[config.mk]
export PLATFORM = sky130hd
export DESIGN_NAME = shape_sfr_arbiter
export DESIGN_NICKNAME = d
export VERILOG_FILES = /design/src/rtl/shape_sfr_arbiter.sv
export SDC_FILE = /design/constraint.sdc
export NUM_CORES = 1
export LEC_CHECK = 0
export ABC_AREA = 1
export ABC_CLOCK_PERIOD_IN_PS = 2840
export BUFFER_PORTS_ARGS = -buffer_cell sky130_fd_sc_hd__buf_2
export CORE_UTILIZATION = 42
export CTS_CLUSTER_DIAMETER = 120
export DETAILED_ROUTE_END_ITERATION = 7
export PLACE_DENSITY_LB_ADDON = 0.1
export SLEW_MARGIN = 20
export SYNTH_ARGS = -nofsm -noshare
export SYNTH_HDL_FRONTEND = slang
export SYNTH_SLANG_ARGS = --single-unit
[constraint.sdc]
create_clock -name clk -period 2.84 [get_ports clk]
set_clock_uncertainty 0.2 [all_clocks]
set_input_delay 0.142 -clock clk [delete_from_list [all_inputs] [get_ports clk]]
set_output_delay 0.142 -clock clk [all_outputs]
set_load 0.01 [all_outputs]
[src/rtl/shape_sfr_arbiter.sv]
// shape_sfr_arbiter: round-robin sharing of the shape processor control SFR
// between two requesters, with optional read-back confirmation of each write.
module shape_sfr_arbiter #(
    parameter bit READBACK = 1'b1
) (
    input  logic        clk,
    input  logic        rst_n,
    input  logic        req0_valid,
    output logic        req0_ready,
    input  logic [1:0]  req0_shape,
    input  logic [4:0]  req0_operation,
    output logic        resp0_valid,
    output logic [1:0]  resp0_status,
    input  logic        req1_valid,
    output logic        req1_ready,
    input  logic [1:0]  req1_shape,
    input  logic [4:0]  req1_operation,
    output logic        resp1_valid,
    output logic [1:0]  resp1_status,
    output logic        sp_write,
    output logic [31:0] sp_write_data,
    output logic        sp_read,
    input  logic [31:0] sp_read_data,
    input  logic        sp_error,
    output logic [7:0]  reject_count
);

    localparam int unsigned SHAPE_W   = 2;
    localparam int unsigned OP_W      = 5;
    localparam int unsigned PAD_HI_W  = 14;
    localparam int unsigned PAD_LO_W  = 11;
    localparam int unsigned SHAPE_LSB = 16;
    localparam int unsigned CNT_W     = 8;

    localparam logic [1:0]       ST_OK   = 2'b00;
    localparam logic [1:0]       ST_REJ  = 2'b01;
    localparam logic [1:0]       ST_ERR  = 2'b10;
    localparam logic [CNT_W-1:0] CNT_MAX = {CNT_W{1'b1}};

    typedef enum logic [2:0] {
        IDLE  = 3'd0,
        WRITE = 3'd1,
        READ  = 3'd2,
        CHECK = 3'd3,
        RESP  = 3'd4
    } state_t;

    typedef struct packed {
        logic [SHAPE_W-1:0] shape;
        logic [OP_W-1:0]    operation;
    } cmd_t;

    state_t state_q;
    state_t state_d;

    cmd_t cmd_q;
    logic id_q;
    logic last_grant_q;

    logic gnt0_c;
    logic gnt1_c;
    logic take_c;

    logic [SHAPE_W-1:0] rd_shape_c;
    logic [OP_W-1:0]    rd_op_c;
    logic [1:0]         status_c;
    logic               resp_pulse_c;

    logic             sp_write_d;
    logic             sp_read_d;
    logic             resp0_valid_d;
    logic             resp1_valid_d;
    logic [1:0]       resp0_status_d;
    logic [1:0]       resp1_status_d;
    logic [CNT_W-1:0] reject_count_d;

    // Only the shape and operation fields of the read-back are compared.
    logic unused_rd_c;
    assign unused_rd_c = ^{sp_read_data[31:SHAPE_LSB+SHAPE_W], sp_read_data[SHAPE_LSB-1:OP_W]};

    assign rd_shape_c = sp_read_data[SHAPE_LSB +: SHAPE_W];
    assign rd_op_c    = sp_read_data[OP_W-1:0];

    // Round-robin grant: a lone requester wins, a tie goes to the one not served last.
    always_comb begin
        gnt0_c = 1'b0;
        gnt1_c = 1'b0;
        if (state_q == IDLE && rst_n) begin
            if (req0_valid && req1_valid) begin
                gnt0_c = last_grant_q;
                gnt1_c = !last_grant_q;
            end else begin
                gnt0_c = req0_valid;
                gnt1_c = req1_valid;
            end
        end
    end

    assign take_c     = gnt0_c || gnt1_c;
    assign req0_ready = gnt0_c;
    assign req1_ready = gnt1_c;

    // Write data is decoded straight from the latched command.
    assign sp_write_data = {{PAD_HI_W{1'b0}}, cmd_q.shape, {PAD_LO_W{1'b0}}, cmd_q.operation};

    // State register.
    always_ff @(posedge clk or negedge rst_n) begin
        if (!rst_n) begin
            state_q <= IDLE;
        end else begin
            state_q <= state_d;
        end
    end

    // Next-state logic.
    always_comb begin
        state_d = state_q;
        unique case (state_q)
            IDLE:    if (take_c) state_d = WRITE;
            WRITE:   state_d = READBACK ? READ : RESP;
            READ:    state_d = CHECK;
            CHECK:   state_d = RESP;
            RESP:    state_d = IDLE;
            default: state_d = IDLE;
        endcase
    end

    // Next values of the registered outputs, decoded from the state being entered.
    always_comb begin
        status_c       = ST_OK;
        sp_write_d     = 1'b0;
        sp_read_d      = 1'b0;
        resp_pulse_c   = 1'b0;
        resp0_valid_d  = 1'b0;
        resp1_valid_d  = 1'b0;
        resp0_status_d = resp0_status;
        resp1_status_d = resp1_status;
        reject_count_d = reject_count;

        // Processor error outranks a read-back mismatch.
        if (sp_error) begin
            status_c = ST_ERR;
        end else if (state_q == CHECK &&
                     (rd_shape_c != cmd_q.shape || rd_op_c != cmd_q.operation)) begin
            status_c = ST_REJ;
        end

        sp_write_d   = (state_d == WRITE);
        sp_read_d    = (state_d == READ);
        resp_pulse_c = (state_d == RESP);

        resp0_valid_d = resp_pulse_c && !id_q;
        resp1_valid_d = resp_pulse_c && id_q;
        if (resp0_valid_d) resp0_status_d = status_c;
        if (resp1_valid_d) resp1_status_d = status_c;

        if (resp_pulse_c && status_c != ST_OK && reject_count != CNT_MAX) begin
            reject_count_d = reject_count + CNT_W'(1);
        end
    end

    // Latch the granted command, its issuer and the round-robin pointer.
    always_ff @(posedge clk or negedge rst_n) begin
        if (!rst_n) begin
            cmd_q        <= '0;
            id_q         <= 1'b0;
            last_grant_q <= 1'b1;
        end else if (take_c) begin
            cmd_q        <= gnt1_c ? cmd_t'{req1_shape, req1_operation}
                                   : cmd_t'{req0_shape, req0_operation};
            id_q         <= gnt1_c;
            last_grant_q <= gnt1_c;
        end
    end

    // Output registers.
    always_ff @(posedge clk or negedge rst_n) begin
        if (!rst_n) begin
            sp_write     <= 1'b0;
            sp_read      <= 1'b0;
            resp0_valid  <= 1'b0;
            resp1_valid  <= 1'b0;
            resp0_status <= ST_OK;
            resp1_status <= ST_OK;
            reject_count <= '0;
        end else begin
            sp_write     <= sp_write_d;
            sp_read      <= sp_read_d;
            resp0_valid  <= resp0_valid_d;
            resp1_valid  <= resp1_valid_d;
            resp0_status <= resp0_status_d;
            resp1_status <= resp1_status_d;
            reject_count <= reject_count_d;
        end
    end

    // Structural invariants of the handshake and SFR strobes.
    a_ready_onehot: assert property (@(posedge clk) disable iff (!rst_n)
        !(req0_ready && req1_ready));
    a_resp_onehot: assert property (@(posedge clk) disable iff (!rst_n)
        !(resp0_valid && resp1_valid));
    a_strobe_excl: assert property (@(posedge clk) disable iff (!rst_n)
        !(sp_write && sp_read));

endmodule

==> results.json <==
{
  "cpMaxStageDelayCell": "dlygate4sd3_1",
  "synth.distinct_cells": 25,
  "max_freq_ghz": 0.477,
  "antenna_found_initial": 0,
  "clk_pin_slew_ps": 90,
  "cts_buffer_depth": 2,
  "clockPowerShare_pct": 14.6,
  "critPathArrivalTime_ps": 2060,
  "irDropWorstVdd_v": 0.000341,
  "areaGrowthSynthToFinish_pct": 24.6,
  "finalNetCount": 326,
  "setup_ws_ps": 744,
  "crit_buf_inv": 3,
  "cts_setup_buffers": 0,
  "p_total_uw": 1660,
  "avgViaCountPerCell": 4.17,
  "fin_crit_ps": 2100,
  "swShare_pct": 40.0,
  "grt_remaining_overflow": 0,
  "critPathRequiredTime_ps": 2810,
  "dr_total_vias": 1339,
  "synthArstFlopShare_pct": 100,
  "firstDrtPassIters": 4,
  "fin_tns_setup_ps": 0,
  "cts_root_buffer": "clkbuf_8",
  "initial_core_util_pct": 45.0,
  "ys_ff_latch": 28,
  "die_w_microns": 65.3,
  "grt_pass1_wl_microns": 4910,
  "grt_util_all_layers_pct": 14.7,
  "fp.dieH_microns": 65.3,
  "synth_commonest_cells": "nand2_1 (56), dfrtp_1 (27), inv_1 (26)",
  "synth-edff-count": 0,
  "cts_made_buffers": 3,
  "p_leak_uw": 0.00120,
  "num_antenna_cells": 0,
  "drt-total-wl_microns": 2900,
  "path_delay_family": "buffers and inverters",
  "post-dp-hpwl_microns": 2200,
  "cts_tree": "built",
  "drtIter0Drc": 68,
  "dpl_worst_slack_ps": 1080,
  "rr_worst_depth": 8,
  "slowest_delay_ps": 550,
  "yosysSeqAreaShare_pct": 41.7,
  "p_int_uw": 995,
  "power_frac_seq_pct": 41.6,
  "syn_avg_cell_area_sq_um": 8.22,
  "path_cells": "inv_2 -> o21ai_1 -> nor2_4 -> inv_4 -> o21ai_1 -> o21ai_2 -> dlygate4sd3_1 -> nand2_1",
  "drc": 0,
  "path_depth": 8,
  "place.gp.congestion": 0.752,
  "finalHoldViolations": 0,
  "setup_violations": 0,
  "drive_gt1_share_pct": 29.3,
  "filler_cell_count": 358,
  "core_area_sq_um": 3740,
  "cellPowerDensity_nw_per_um2": 790,
  "hold_depth": 5,
  "yosys-top-cells-area": "dfrtp_1 (40%), nand2_1 (12%), buf_4 (11%)",
  "yosys_most_used_dff": "dfrtp_1",
  "pin_count": 101,
  "grt_setup_unrepaired": "no",
  "dieArea_sq_um": 4270,
  "ctsResizeCount": 0,
  "ys_warn_count": 0,
  "finalMaxSlewViolations": 0,
  "hp-class": "in -> reg",
  "worstSkewPairLatency_ps": 270,
  "detail-route-antenna-nets": 0,
  "synthCells": 205,
  "cts-htree-levels": 1,
  "yosysMostFrequentCell": "nand2_1",
  "cpMostUsedCell": "o21ai_1",
  "syn_area_sq_um": 1680,
  "critPathKind": "reg -> reg",
  "p_sw_uw": 663,
  "io_buffers": 50,
  "endpoint_kind": "flop",
  "combPwrFrac_pct": 43.8,
  "grt_max_degree": 29,
  "row_count": 22,
  "netlist.top_cell.by_area": "dfrtp_1",
  "synth_top_area_share_pct": 40.1,
  "cp_max_fo": 16,
  "fin_crit_sh_pct": 73.8,
  "grt_pass1_vias": 1117,
  "wl_per_cell_microns": 9.02,
  "outcome": "finished, final reports clean",
  "start_kind": "flop",
  "drv_cap": 0,
  "clock-sinks": 28
}
[layout by cell type, fill, tap and decap left out]
master,count
a31oi_4,1
dfrtp_1,27
nand3_1,12
nand2_1,56
nor2_1,9
o21ai_0,2
nand3_2,2
dlygate4sd3_1,15
o21ai_2,8
inv_4,1
nor2_4,3
inv_2,4
nand2_4,2
nand2_2,1
xor2_1,4
xnor2_1,6
buf_2,50
conb_1,25
inv_1,26
clkbuf_8,4
a21oi_4,1
o21ai_1,9
buf_4,1
nor3_1,1
nor2_2,1
ha_1,1
dfstp_2,1
[per-layer routing]
| layer | share of wire (%) | wire length [microns] | global-route usage [%] |
|---|---|---|---|
| met2 | 44 | 1290 | 24.4 |
| met4 | 0.93 | 27 | 4.89 |
| met3 | 6.3 | 181 | 1.91 |
| met5 | 0 | 0 | 0 |
| met1 | 48 | 1400 | 19.8 |
[per-stage QoR]
stage	std cells	hold slack (ps)	instance area [sq um]	util, %
final	321	5.37	2100	56.0
after global routing	321	26.4	2100	56.0
after CTS	320	2.57	2090	55.8
after detailed placement	302	-3.01	1890	50.6
after global placement	302	-2.63	1890	50.6
after floorplan	229	-354	1770	-
[registers in the layout (all words and copies together), names as in the netlist]
signal and flops:
reject_count 8, resp0_valid 1, state_q 3, sp_write 1, resp1_status 2, last_grant_q 1, sp_read 1, id_q 1
resp1_valid 1, sp_write_data 7, resp0_status 2
[power by group through the flow]
stage	clock network, uW	registers [uW]	logic [uW]
global placement	0	697	696
finish	243	689	726
global route	264	718	830
detailed placement	0	700	703
floorplan	0	746	450
CTS	250	693	737
[final timing paths]
path	to	from	slack (ps)
setup / recovery	sp_write_data[0]$_DFFE_PN0P_	last_grant_q$_DFFE_PN1P_	740
max in group asynchronous	last_grant_q$_DFFE_PN1P_	rst_n	1910
setup reg to reg	sp_write_data[0]$_DFFE_PN0P_	last_grant_q$_DFFE_PN1P_	740
min in group asynchronous	sp_write$_DFF_PN0_	rst_n	220
hold / removal	sp_write_data[4]$_DFFE_PN0P_	req0_operation[4]	5
hold reg to reg	resp0_status[0]$_DFFE_PN0P_	resp0_status[0]$_DFFE_PN0P_	280
[worst register-to-register path, delay by kind of cell, from the launching register on]
| kind | cells | cell delay (ps) |
|---|---|---|
| simple gates | 2 | 130 |
| flops | 1 | 540 |
| buf+inv | 3 | 760 |
| compound gates | 3 | 370 |
[final cells by class]
class	count	area (sq um)	share of cell area, %
inverters	31	119	5.66
clock buffers	4	55.1	2.62
well taps	48	60.1	2.86
repair buffers	66	408	19.4
multi-input cells	144	754	36.0
flip-flops and latches	28	702	33.5
[cell families (layout without fill, tap and decap cells)]
| group | Yosys count | in the layout | synth area share [%] |
|---|---|---|---|
| adder cells (fa/ha/maj) | 1 | 1 | 0.743 |
| buffers and inverters | 57 | 101 | 18.9 |
| AND/OR/NAND/NOR | 87 | 87 | 23.6 |
| AO/OA/AOI/OAI | 21 | 21 | 9.66 |
| XOR/XNOR | 10 | 10 | 5.20 |
| other | 1 | 25 | 0.223 |
| flip-flops | 28 | 28 | 41.7 |
[what timing repair did]
action / CTS / global route
setup endpoints to repair: 0 / 0
hold buffers: 14 / 1
hold endpoints to repair: 39 / 2
No activity file was read; power rests on OpenSTA's default activity.
